$ cat src/rtl/demux_stream_pkg.sv
// Shared types and helpers for the streaming demultiplexer.
// Holds the slot state encoding and the select-width helper.
package demux_stream_pkg;

  typedef enum logic {
    SLOT_EMPTY = 1'b0,
    SLOT_FULL  = 1'b1
  } slot_state_e;

  // Select width is clog2 of the channel count, never narrower than one bit.
  function automatic int sel_width(input int n_out);
    return (n_out > 1) ? $clog2(n_out) : 1;
  endfunction

endpackage

$ cat src/rtl/demux_stream_if.sv
// Producer-side and consumer-side bundle of the streaming demultiplexer.
// The master modport is the bench/producer view, the slave modport is the block's view.
interface demux_stream_if #(
  parameter int DATA_W = 8,
  parameter int N_OUT  = 4,
  parameter int ERR_W  = 8
);
  import demux_stream_pkg::*;

  localparam int SEL_W = sel_width(N_OUT);

  logic [DATA_W-1:0]       in_data;
  logic [SEL_W-1:0]        in_sel;
  logic                    in_bcast;
  logic                    in_valid;
  logic                    in_ready;
  logic [N_OUT*DATA_W-1:0] out_data;
  logic [N_OUT-1:0]        out_valid;
  logic [N_OUT-1:0]        out_ready;
  logic [ERR_W-1:0]        err_cnt;

  modport master (
    output in_data, in_sel, in_bcast, in_valid, out_ready,
    input  in_ready, out_data, out_valid, err_cnt
  );

  modport slave (
    input  in_data, in_sel, in_bcast, in_valid, out_ready,
    output in_ready, out_data, out_valid, err_cnt
  );

endinterface

$ cat src/rtl/demux_slot.sv
// One-entry output holding slot: EMPTY/FULL state plus the held word.
// The top only raises load_i when free_o is high, so a stalled FULL slot is never overwritten.
module demux_slot
  import demux_stream_pkg::*;
#(
  parameter int DATA_W = 8
) (
  input  logic              clk,
  input  logic              rst,
  input  logic              load_i,
  input  logic [DATA_W-1:0] data_i,
  input  logic              ready_i,
  output logic              valid_o,
  output logic              free_o,
  output logic [DATA_W-1:0] data_o
);

  slot_state_e       state_q;
  logic [DATA_W-1:0] data_q;

  // NOTE: state is updated with non-blocking assignments so every slot samples the same pre-edge values.
  always_ff @(posedge clk or posedge rst) begin
    if (rst) begin
      state_q <= SLOT_EMPTY;
      // NOTE: the data register is reset too because out_data must read zero after reset.
      data_q  <= '0;
    end else if (load_i) begin
      state_q <= SLOT_FULL;
      data_q  <= data_i;
    end else if (ready_i) begin
      state_q <= SLOT_EMPTY;
    end
  end

  assign valid_o = (state_q == SLOT_FULL);
  assign free_o  = !valid_o || ready_i;
  assign data_o  = data_q;

endmodule

$ cat src/rtl/demux_stream.sv
// 1-to-N streaming demultiplexer with per-channel holding slots, broadcast and a
// saturating drop counter for out-of-range selects.
module demux_stream
  import demux_stream_pkg::*;
#(
  parameter int DATA_W = 8,
  parameter int N_OUT  = 4,
  parameter int ERR_W  = 8
) (
  input  logic           clk,
  input  logic           rst,
  demux_stream_if.slave  bus
);

  localparam int SEL_W = sel_width(N_OUT);

  logic [N_OUT-1:0] free;
  logic [N_OUT-1:0] load;
  logic             in_range;
  logic             sel_free;
  logic             in_ready;
  logic             accept;
  logic [ERR_W-1:0] err_q;
  logic [ERR_W-1:0] err_d;

  // Compare at full integer width so a power-of-two N_OUT does not wrap.
  assign in_range = int'(bus.in_sel) < N_OUT;

  // NOTE: every always_comb output gets a default first so no latch is inferred.
  always_comb begin
    sel_free = 1'b0;
    for (int k = 0; k < N_OUT; k++) begin
      if (bus.in_sel == SEL_W'(k)) sel_free = free[k];
    end
  end

  // Broadcast waits for every slot so it is never delivered partially.
  always_comb begin
    in_ready = 1'b0;
    if (!rst) begin
      if (bus.in_bcast)  in_ready = &free;
      else if (in_range) in_ready = sel_free;
      else               in_ready = 1'b1;
    end
  end

  assign accept       = bus.in_valid && in_ready;
  assign bus.in_ready = in_ready;

  always_comb begin
    err_d = err_q;
    if (accept && !bus.in_bcast && !in_range && (err_q != '1)) err_d = err_q + 1'b1;
  end

  always_ff @(posedge clk or posedge rst) begin
    if (rst) err_q <= '0;
    else     err_q <= err_d;
  end

  assign bus.err_cnt = err_q;

  for (genvar k = 0; k < N_OUT; k++) begin : g_slot
    assign load[k] = accept && (bus.in_bcast || (in_range && (bus.in_sel == SEL_W'(k))));

    demux_slot #(
      .DATA_W (DATA_W)
    ) u_slot (
      .clk     (clk),
      .rst     (rst),
      .load_i  (load[k]),
      .data_i  (bus.in_data),
      .ready_i (bus.out_ready[k]),
      .valid_o (bus.out_valid[k]),
      .free_o  (free[k]),
      .data_o  (bus.out_data[k*DATA_W +: DATA_W])
    );
  end

endmodule

$ cat src/flat_wrapper.sv
// flat-port wrapper written by rule: the top's interface ports become plain ports
module demux_stream_flat import demux_stream_pkg::*;
#(
  parameter int DATA_W = 8,
  parameter int N_OUT  = 4,
  parameter int ERR_W  = 8
)
  (clk, rst, bus_in_data, bus_in_sel, bus_in_bcast, bus_in_valid, bus_out_ready, bus_in_ready, bus_out_data, bus_out_valid, bus_err_cnt);
  demux_stream_if #(.DATA_W(DATA_W), .N_OUT(N_OUT), .ERR_W(ERR_W)) bus_i ();
  input  logic clk;
  input  logic rst;
  input wire logic [$bits(bus_i.in_data)-1:0] bus_in_data;
  input wire logic [$bits(bus_i.in_sel)-1:0] bus_in_sel;
  input wire logic [$bits(bus_i.in_bcast)-1:0] bus_in_bcast;
  input wire logic [$bits(bus_i.in_valid)-1:0] bus_in_valid;
  input wire logic [$bits(bus_i.out_ready)-1:0] bus_out_ready;
  output wire logic [$bits(bus_i.in_ready)-1:0] bus_in_ready;
  output wire logic [$bits(bus_i.out_data)-1:0] bus_out_data;
  output wire logic [$bits(bus_i.out_valid)-1:0] bus_out_valid;
  output wire logic [$bits(bus_i.err_cnt)-1:0] bus_err_cnt;
  assign bus_i.in_data = bus_in_data;
  assign bus_i.in_sel = bus_in_sel;
  assign bus_i.in_bcast = bus_in_bcast;
  assign bus_i.in_valid = bus_in_valid;
  assign bus_i.out_ready = bus_out_ready;
  assign bus_in_ready = bus_i.in_ready;
  assign bus_out_data = bus_i.out_data;
  assign bus_out_valid = bus_i.out_valid;
  assign bus_err_cnt = bus_i.err_cnt;
  demux_stream #(.DATA_W(DATA_W), .N_OUT(N_OUT), .ERR_W(ERR_W)) u_core (.clk(clk), .rst(rst), .bus(bus_i));
endmodule
$ cat config.mk
export PLATFORM = sky130hd
export DESIGN_NAME = demux_stream_flat
export DESIGN_NICKNAME = d
export VERILOG_FILES = /design/src/rtl/demux_stream_pkg.sv /design/src/rtl/demux_stream_if.sv /design/src/rtl/demux_slot.sv /design/src/rtl/demux_stream.sv /design/src/flat_wrapper.sv
export SDC_FILE = /design/constraint.sdc
export NUM_CORES = 1
export LEC_CHECK = 0
export ABC_AREA = 1
export CORE_ASPECT_RATIO = 0.8
export CORE_UTILIZATION = 43
export CTS_CLUSTER_SIZE = 10
export DETAILED_ROUTE_END_ITERATION = 10
export PLACE_DENSITY = 0.73
export SLEW_MARGIN = 25
export SYNTH_ARGS = -nofsm -noshare
export SYNTH_HDL_FRONTEND = slang
export SYNTH_SLANG_ARGS = --single-unit
$ cat constraint.sdc
create_clock -name clk -period 4.8 [get_ports clk]
set_clock_uncertainty 0.1 [all_clocks]
set_input_delay 0.72 -clock clk [delete_from_list [all_inputs] [get_ports clk]]
set_output_delay 0.72 -clock clk [all_outputs]
set_load 0.01 [all_outputs]
Word-level counts from Yosys, hierarchy flattened --
Cells that the tools add are included.
Storage, ports and cells: flip-flop bits (word level) 36, input port bits 18, output and inout bits 45
Operators by class: eq/ne operators 3, muxes and demuxes 14, reduce and logical (&&, ||, !) cells 23
Operators by type and width (number):
- $mux 1 | 14
- $logic_or 1x1->1 | 8
- $reduce_bool 2->1 | 4
- $logic_and 1x1->1 | 5
- $eq 2x2->1 const B | 2
- $logic_not 1->1 | 4
- $reduce_and 4->1 | 1
- $eq 2x1->1 const B | 1
- $logic_not 2->1 | 1

Longest topological paths before layout --
Gate-level depths: netlist of run 1.
depth in word-level cells 11, depth in mapped cells 9, gate-level depth less buffers 9

By module --
From an unflattened synthesis of run 1, not the netlist that was laid out.
Second synthesis, totals: cell total of the unflattened synthesis 196, area total of the unflattened synthesis 1567.8 sq um
Modules (own cells, without submodules):
- demux_slot | instances 4, cells an instance 39, area an instance 345.3 sq um, seq. area each 225.2 sq um
- demux_stream | instances 1, cells an instance 40, area an instance 186.4 sq um, seq. area each 0.0 sq um

Worst setup path after synthesis of run 1 --
OpenSTA, ideal clock, no wires.
path kind input to output, start in rst, end out bus_in_ready, arrival 2.132 ns, slack 1.848 ns, stages 4, cell sequence inv_1 -> nand3_1 -> nor2_4 -> buf_6
On the way: longest elaborated chain between the ends 1
Ends and longest elaborated chain:
- start, declared | RTL line flat_wrapper.sv:11 | input logic rst;
- $mux 1 | RTL line demux_stream.sv:40 | if (!rst) begin
- end, declared | RTL line flat_wrapper.sv:17 | output wire logic [$bits(bus_i.in_ready)-1:0] bus_in_ready;
Every way passes these cells.

Worst setup path after layout of run 1 --
start in bus_in_sel[0], end out bus_in_ready
On the way: longest elaborated chain between the ends 7
Ends and longest elaborated chain:
- start, declared | RTL line flat_wrapper.sv:13 | input wire logic [$bits(bus_i.in_sel)-1:0] bus_in_sel;
- $logic_not 2->1 | RTL line demux_stream.sv:33 | if (bus.in_sel == SEL_W'(k)) sel_free = free[k];
- $mux 1 (3 in series) | RTL line demux_stream.sv:33
- $mux 1 (*) | RTL line demux_stream.sv:33
- $mux 1 (*) | RTL line demux_stream.sv:41 | if (bus.in_bcast) in_ready = &free;
- $mux 1 (*) | RTL line demux_stream.sv:40
Mark *: on every way between the ends. The rest lies on a longest branch, timed or not.

==> results of run 1 <==
==> Yosys cell counts <==
| cell | number | area share |
|---|---|---|
| buf_2 | 1 | 0.0027 |
| buf_4 | 12 | 0.048 |
| buf_6 | 5 | 0.030 |
| clkbuf_4 | 1 | 0.0040 |
| clkbuf_8 | 1 | 0.0074 |
| clkinv_1 | 1 | 0.0020 |
| conb_1 | 1 | 0.0020 |
| dfrtp_1 | 36 | 0.48 |
| inv_1 | 7 | 0.014 |
| inv_2 | 2 | 0.0040 |
| nand2_1 | 72 | 0.15 |
| nand2_2 | 3 | 0.010 |
| nand2_4 | 3 | 0.018 |
| nand2_8 | 1 | 0.011 |
| nand3_1 | 2 | 0.0054 |
| nand3_4 | 1 | 0.0094 |
| nand4_1 | 32 | 0.11 |
| nand4_4 | 4 | 0.046 |
| nor2_1 | 5 | 0.010 |
| nor2_4 | 2 | 0.012 |
| nor2_8 | 1 | 0.011 |
| o21ai_1 | 2 | 0.0054 |
| o21ai_2 | 2 | 0.0094 |
==> path summary, 6_finish.rpt <==
| path | end | slack [ns] | cells past startpoint |
|---|---|---|---|
| hold reg to reg | u_core.g_slot[1].u_slot.data_o[6] | 0.38 | 2 |
| setup / recovery | bus_in_ready | 1.04 | 7 |
| max in group asynchronous | u_core.g_slot[0].u_slot.data_o[1] | 3.43 | 3 |
| min in group asynchronous | u_core.g_slot[1].u_slot.data_o[4] | 0.85 | 3 |
| setup reg to reg | u_core.g_slot[1].u_slot.data_o[2] | 3.00 | 7 |
| hold / removal | u_core.g_slot[1].u_slot.data_o[6] | 0.38 | 2 |
==> metrics by stage <==
| step | worst slack, ns | cells |
|---|---|---|
| detailed placement | 1.05 | 295 |
| floorplan | 1.85 | 204 |
| CTS | 1.05 | 303 |
| global placement | 1.15 | 295 |
| global route | 0.900 | 303 |
| finish | 1.04 | 303 |
==> cell families (layout without fill, tap and decap cells) <==
family	Yosys count	in the layout	synth area share
other cells	1	8	0.00202
simple gates	126	126	0.386
compound gates	4	4	0.0148
flops	36	36	0.485
buf+inv	30	74	0.113
==> power by group through the flow <==
| stage | registers [uW] | clock network (uW) | logic, uW |
|---|---|---|---|
| floorplan | 450 | 0 | 133 |
| global placement | 422 | 0 | 330 |
| detailed placement | 423 | 0 | 337 |
| CTS | 419 | 227 | 340 |
| global route | 427 | 242 | 369 |
| finish | 418 | 225 | 337 |
==> sequential cells by signal, indices dropped and copies added (netlist names) <==
| register | count |
|---|---|
| u_core.g_slot.u_slot.data_o | 32 |
| u_core.g_slot.u_slot.valid_o | 4 |
==> cells in the final DEF (no fill, tap or decap), types with 3 or more instances in the layout <==
master,instances
nand2_1,72
clkdlybuf4s50_1,54
dfrtp_1,36
nand4_1,32
conb_1,8
inv_1,7
clkbuf_8,6
nor2_1,5
nand4_4,4
nand2_4,3
nand2_2,3
==> worst register-to-register path, delay by kind of cell, from the launching register on <==
family           cells  cell delay (ns)
flip-flops           1             0.40
AND/OR/NAND/NOR      7             1.25
==> per-layer routing <==
layer	GRT usage	part of all wire	up-vias	wire length, um
met5	0	0	-	0
met4	0.0556	0.0099	0	43
li1	-	-	741	-
met2	0.311	0.44	70	1910
met3	0.0681	0.075	5	327
met1	0.309	0.48	714	2090
==> final cells by class <==
| type | count | area [um^2] | share of cell area |
|---|---|---|---|
| clock buffers | 6 | 82.6 | 0.0340 |
| repair buffers | 56 | 556 | 0.229 |
| multi-input cells | 138 | 774 | 0.319 |
| well taps | 55 | 68.8 | 0.0283 |
| inverters | 10 | 37.5 | 0.0154 |
| clock inverters | 2 | 10.0 | 0.00412 |
| flip-flops and latches | 36 | 901 | 0.371 |
==> impl_metrics.toml, run 1 <==
[floorplan]
die_area_um2 = 4590
core_area_um2 = 3950
start_util = 0.470
die_h_um = 60.8
num_io_pins = 63
die_x_um = 75.5
fp-row-count = 20

[timing]
rsz0062_at_grt = "no"
final_max_slew_viol_count = 0
tns_ns = 0
max_freq_mhz = 266
max_slew_margin = 0.560
holdWs_ns = 0.376
finalCritPeriodShare = 0.784
worst_slew_pin_slew_ns = 0.659
period_needed_ns = 3.76
hold_viol_final = 0
setup-violations-final = 0

[hold_path]
min_path_type = "reg -> reg"
hp-start = "u_core.g_slot[1].u_slot.data_o[6]"

[finish]
syn_to_final_growth_pct = 30.7
layout-drive-gt1-share = 0.117
final_nets = 265
fin_util = 0.615
n_antenna_cell = 0
fin_area_um2 = 2430
fillers = 376

[run_status]
outcome = "completed"

[worst_setup_path]
critPathRequiredTime_ns = 3.98
worstSetupPathType = "in -> out"
cp-start-kind = "primary input"
slowest_delay_ns = 0.67
slowest_stage = "clkdlybuf4s50_1"
cp_max_fo = 33
path_cells = "clkdlybuf4s50_1 -> nand2_2 -> nand2_4 -> nand2_2 -> nand3_4 -> nor2_4 -> clkdlybuf4s50_1"
cp.arrival_ns = 2.94
crit_path_start = "bus_in_sel[0]"
end_kind = "output port"
path_delay_family = "buffers and inverters"
crit_buf_inv = 2
worstReg2RegStart = "u_core.g_slot[0].u_slot.valid_o"

[pwr]
combPwrFrac = 0.344
power_frac_clock = 0.229
powerDensity_nw_per_um2 = 403
report.power.total_uw = 979
vdd_drop_max_v = 0.000219
p_sw_uw = 314
pwr-share-seq = 0.427
p_leak_uw = 0.00118
p_int_uw = 665
switching_share = 0.321

[logic_synthesis]
syn_inst = 197
ys_types = 23
synth_seq_cells = 36
syn_avg_cell_area_um2 = 9.44
yosys_warnings = 0
seq_area_frac_synth = 0.485
synth.cell_area_um2 = 1860

[clocking]
clockBufferDepth = 2
clock_sinks = 36
htree_levels = 2
holdBufCountCts = 0
clk_latency_ns = 0.29
cts_root_buf = "clkbuf_8"
numCtsBuffers = 5
cts_setup_buffers = 0
clk_pin_slew_ns = 0.08
ctsResizeCount = 0
cts_tree = "yes"

[placement]
dp_hpwl_mm = 3.11
gp_congestion = 0.805
placed_cell_area_um2 = 2340
port_buffers = 54

[grt]
grt_pass1_wl_mm = 6.96
grt_max_degree = 38
grt_pass1_vias = 1392
antenna_found_initial = 0
grt-ovfl-total = 0
grt_usage = 0.214

[routing]
wl_per_cell_um = 14.4
drc = 0
first_pass_iters = 4
vias_per_cell = 5.05
ant_nets = 0
drt_iter0_markers = 73
vias = 1530
wl_mm = 4.36

[flow_run]
maxCapViolations = 0
Note: power is estimated with default switching activity, not from simulation.
==> run 2, diff against run 1 <==
CORE_UTILIZATION = 41   (was 43)
clock period = 3.3 ns   (was 4.8 ns; I/O delays follow)
==> run 2 against run 1 <==
Via count fell by 0.20%; core utilization fell by 4.2 points; count of clock-buffer cells in the layout rose by 2; worst setup slack got worse by 0.51 ns; clock power rose by 41%; critical path depth did not move; sequential share of layout area fell by 0.11 points; register-to-register slack got worse by 1.4 ns; wire length fell by 2.2%; sequential power rose by 46%; non-clock buffer count rose by 1; largest power group unchanged.
==> impl_metrics.toml, run 2 (synthesized netlist as in run 1, its figures left out) <==
[run_status]
outcome = "completed"

[timing]
rsz0062_at_grt = "no"
period_needed_ns = 2.77
worst_slew_pin_slew_ns = 0.908
hold_viol_final = 0
finalCritPeriodShare = 0.840
tns_ns = 0
max_freq_mhz = 361
final_max_slew_viol_count = 0
setup-violations-final = 0
max_slew_margin = 0.393
postLayoutSetupSlackWorst_ns = 0.529

[pwr]
pwr-share-seq = 0.431
powerDensity_nw_per_um2 = 581
p_sw_uw = 444
power_frac_clock = 0.224
vdd_drop_max_v = 0.000262
combPwrFrac = 0.345
switching_share = 0.313
p_int_uw = 973
p_leak_uw = 0.00118

[floorplan]
core_area_um2 = 4260
num_io_pins = 63
fp-row-count = 21
die_x_um = 77.3
start_util = 0.437
die_h_um = 62.2
die_area_um2 = 4810

[routing]
ant_nets = 0
top_layer_used = "met4"
first_pass_iters = 4
wl_per_cell_um = 13.9
wl_mm = 4.27
wl_met1_mm = 1.91
met2_length_mm = 2.02
drt_iter0_markers = 114
vias_per_cell = 4.99
wl_met3_um = 313
vias = 1527
drc = 0

[clocking]
cts_tree = "yes"
holdBufCountCts = 0
clock_sinks = 36
ctsResizeCount = 0
cts_setup_buffers = 0
numCtsBuffers = 5
clockBufferDepth = 2
htree_levels = 2
clk_latency_ns = 0.28
clk_pin_slew_ns = 0.07
cts_root_buf = "clkbuf_8"

[flow_run]
maxCapViolations = 0

[worst_setup_path]
cp.arrival_ns = 2.18
slowest_stage = "clkdlybuf4s50_1"
path_cells = "clkdlybuf4s50_1 -> nand2_2 -> nand2_4 -> nand2_2 -> nand3_4 -> nor2_4 -> clkdlybuf4s50_1"
worstSetupPathType = "in -> out"
cp-start-kind = "primary input"
critPathRequiredTime_ns = 2.70
slowest_delay_ns = 0.57
end_kind = "output port"
cp_max_fo = 10

[grt]
grt_usage = 0.189
antenna_found_initial = 0
grt-ovfl-total = 0
grt_pass1_wl_mm = 6.96
grt_max_degree = 38
grt_pass1_vias = 1386

[finish]
layout-drive-gt1-share = 0.112
syn_to_final_growth_pct = 31.1
final_nets = 266
fillers = 380
largest_reg_flops = 32
n_antenna_cell = 0
final_cell_mix = "72 x nand2_1, 54 x clkdlybuf4s50_1, 36 x dfrtp_1, 32 x nand4_1, 8 x conb_1"
final_common_cell = "nand2_1"

[hold_path]
min_path_type = "reg -> reg"

[placement]
dp_hpwl_mm = 3.12
dp_slack_ns = 0.513
gp_congestion = 0.763
port_buffers = 54
==> run 2: cell count changes in the layout (fill, tap and decap cells not counted) <==
cell      change
buf_4         +1
clkbuf_1      +2
clkinv_2      -2
==> run 2: area by class of cell <==
| type | instances | area [um^2] | share of cell area |
|---|---|---|---|
| Tap cell | 57 | 71.3 | 0.0293 |
| Multi-Input combinational cell | 138 | 774 | 0.318 |
| Timing Repair Buffer | 57 | 563 | 0.231 |
| Clock buffer | 8 | 90.1 | 0.0370 |
| Sequential cell | 36 | 901 | 0.370 |
| Inverter | 10 | 37.5 | 0.0154 |
==> run 2: per-layer routing <==
metal,vias to the layer above,track usage
met2,64,0.289
met1,715,0.271
met5,-,0
met4,0,0.0495
met3,5,0.0441
li1,743,-
==> run 2: stage by stage <==
step                      hold WS [ns]  power [uW]  std cells  instance area (um^2)   util
after global routing             0.394        1500        306                  2440  0.573
after floorplan                  0.390         848        204                  1890      -
after detailed placement         0.359        1110        298                  2350  0.551
after global placement           0.357        1100        298                  2350  0.551
after CTS                        0.377        1430        306                  2440  0.573
final                            0.371        1420        306                  2440  0.573
==> run 2: worst paths after layout <==
path	startpoint	to	slack, ns	cells past startpoint
max in group asynchronous	rst	u_core.g_slot[2].u_slot.valid_o	2.13	3
hold reg to reg	u_core.g_slot[0].u_slot.data_o[5]	u_core.g_slot[0].u_slot.data_o[5]	0.37	2
setup / recovery	bus_in_sel[0]	bus_in_ready	0.53	7
min in group asynchronous	rst	u_core.g_slot[1].u_slot.data_o[3]	0.65	3
setup reg to reg	u_core.g_slot[0].u_slot.valid_o	u_core.g_slot[0].u_slot.data_o[2]	1.63	8
hold / removal	u_core.g_slot[0].u_slot.data_o[5]	u_core.g_slot[0].u_slot.data_o[5]	0.37	2
==> run 2: worst max-delay path, delay by kind of cell <==
| kind | cells | cell delay (ns) |
|---|---|---|
| AND/OR/NAND/NOR | 5 | 0.55 |
| buffers and inverters | 2 | 1.13 |
==> run 2: power groups by stage <==
stage | combinational (uW) | sequential (uW) | clock, uW
floorplan | 194 | 654 | 0
global placement | 482 | 615 | 0
detailed placement | 491 | 617 | 0
CTS | 494 | 611 | 323
global route | 532 | 623 | 347
finish | 488 | 611 | 317
==> run 3, diff against run 2 <==
clock period = 2.5 ns   (was 3.3 ns; I/O delays follow)
==> run 3 against run 2 <==
First-iteration DRC count increased by 4.4%; flip-flop and latch count unchanged; largest power group unchanged; critical path type unchanged; wire length decreased by 2.0%.
==> impl_metrics.toml, run 3 (synthesized netlist as in run 1, its figures left out) <==
[run_status]
outcome = "completed"

[timing]
final_max_slew_viol_count = 0
max_freq_mhz = 446
holdWs_ns = 0.371
hold_viol_final = 0
period_needed_ns = 2.24
setup-violations-final = 0
rsz0062_at_grt = "no"
finalCritPeriodShare = 0.897

[finish]
final_nets = 272
largest_reg_flops = 32
final_common_cell = "nand2_1"
syn_to_final_growth_pct = 33.7
finalNonFillerCells = 311
layout-drive-gt1-share = 0.138
final_cell_mix = "72 x nand2_1, 52 x clkdlybuf4s50_1, 36 x dfrtp_1, 32 x nand4_1, 9 x buf_4"
n_antenna_cell = 0

[placement]
port_buffers = 54
place_inst = 304
dp_hpwl_mm = 3.05
gp_congestion = 0.789

[pwr]
p_leak_uw = 0.00121
power_frac_clock = 0.230
powerDensity_nw_per_um2 = 760
switching_share = 0.307
report.power.total_uw = 1890
pwr-share-seq = 0.426
p_sw_uw = 579
combPwrFrac = 0.344
p_int_uw = 1310
vdd_drop_max_v = 0.000380

[worst_setup_path]
cp_max_fo = 7
worstSetupPathType = "in -> out"
cp-start-kind = "primary input"
cp.arrival_ns = 1.77
crit_path_start = "bus_in_sel[1]"
worstReg2RegStart = "u_core.g_slot[0].u_slot.valid_o"
critPathRequiredTime_ns = 2.03
end_kind = "output port"

[floorplan]
fp-row-count = 21
start_util = 0.437
die_x_um = 77.3
die_area_um2 = 4810
die_h_um = 62.2
num_io_pins = 63
core_area_um2 = 4260

[clocking]
numCtsBuffers = 5
holdBufCountCts = 0
clockBufferDepth = 2
clock_sinks = 36
clk_latency_ns = 0.28
cts_tree = "yes"
clk_pin_slew_ns = 0.07
cts_root_buf = "clkbuf_8"
htree_levels = 2

[routing]
first_pass_iters = 4
drt_iter0_markers = 119
wl_per_cell_um = 13.4
vias_per_cell = 4.82
wl_mm = 4.18
vias = 1499
ant_nets = 0
drc = 0

[grt]
grt_max_degree = 37
antenna_found_initial = 0
grt_usage = 0.186
grt_pass1_vias = 1429
grt-ovfl-total = 0
grt_pass1_wl_mm = 6.95

[flow_run]
maxCapViolations = 0

[hold_path]
hp-start = "u_core.g_slot[1].u_slot.data_o[2]"
min_path_type = "reg -> reg"
==> run 3: changes by cell type in the layout (fill, tap and decap cells not counted), sizes merged <==
cell and delta:
buf +6, dlygate4sd2 +2, clkdlybuf4s50 -2, clkbuf -1
==> run 3: power by group through the flow <==
stage               sequential [uW]  combinational [uW]  clock (uW)
CTS                             805                 658         444
detailed placement              812                 656           0
global route                    822                 708         467
global placement                813                 645           0
finish                          804                 650         435
floorplan                       864                 256           0
==> run 3: worst paths after layout <==
path | cells past startpoint | slack [ns] | end
setup / recovery | 8 | 0.26 | bus_in_ready
hold / removal | 2 | 0.37 | u_core.g_slot[1].u_slot.data_o[2]
setup reg to reg | 8 | 0.87 | u_core.g_slot[2].u_slot.data_o[0]
hold reg to reg | 2 | 0.37 | u_core.g_slot[1].u_slot.data_o[2]
max in group asynchronous | 4 | 1.36 | u_core.g_slot[1].u_slot.data_o[4]
min in group asynchronous | 4 | 0.61 | u_core.g_slot[0].u_slot.valid_o
==> run 3: cell type report <==
type	instances	area (um^2)
well taps	57	71.3
flip-flops and latches	36	901
clock buffers	7	96.3
fillers	402	1770
multi-input cells	138	774
inverters	10	37.5
repair buffers	63	606
==> run 3: critical path: stages <==
cell and delay (ns):
clkdlybuf4s50_1 0.56, inv_2 0.09, nand2_4 0.09, nand2_8 0.05, nand2_4 0.07, nand3_4 0.08, nor2_4 0.16, dlygate4sd2_1 0.29
==> run 3: layer usage <==
layer	part of all wire	routed length, um	vias up	global-route usage
li1	-	-	753	-
met1	0.48	2030	701	0.279
met2	0.46	1910	41	0.264
met3	0.052	218	4	0.0456
met4	0.0065	27	0	0.0566
met5	0	0	-	0
==> run 3: stage by stage <==
step | utilization | instance area (um^2) | setup slack [ns] | setup TNS (ns)
finish | 0.584 | 2490 | 0.257 | 0
detailed placement | 0.562 | 2390 | -0.0986 | -0.0986
floorplan | - | 1890 | 0.238 | 0
global placement | 0.562 | 2390 | -0.0640 | -0.0640
global route | 0.584 | 2490 | 0.201 | 0
CTS | 0.584 | 2490 | 0.250 | 0
==> run 3: repair_timing <==
item                                   CTS  global route
setup endpoints to repair                1             0
endpoints found under the hold margin    0             0
resized for setup                        2             0
buffers inserted                         0             0
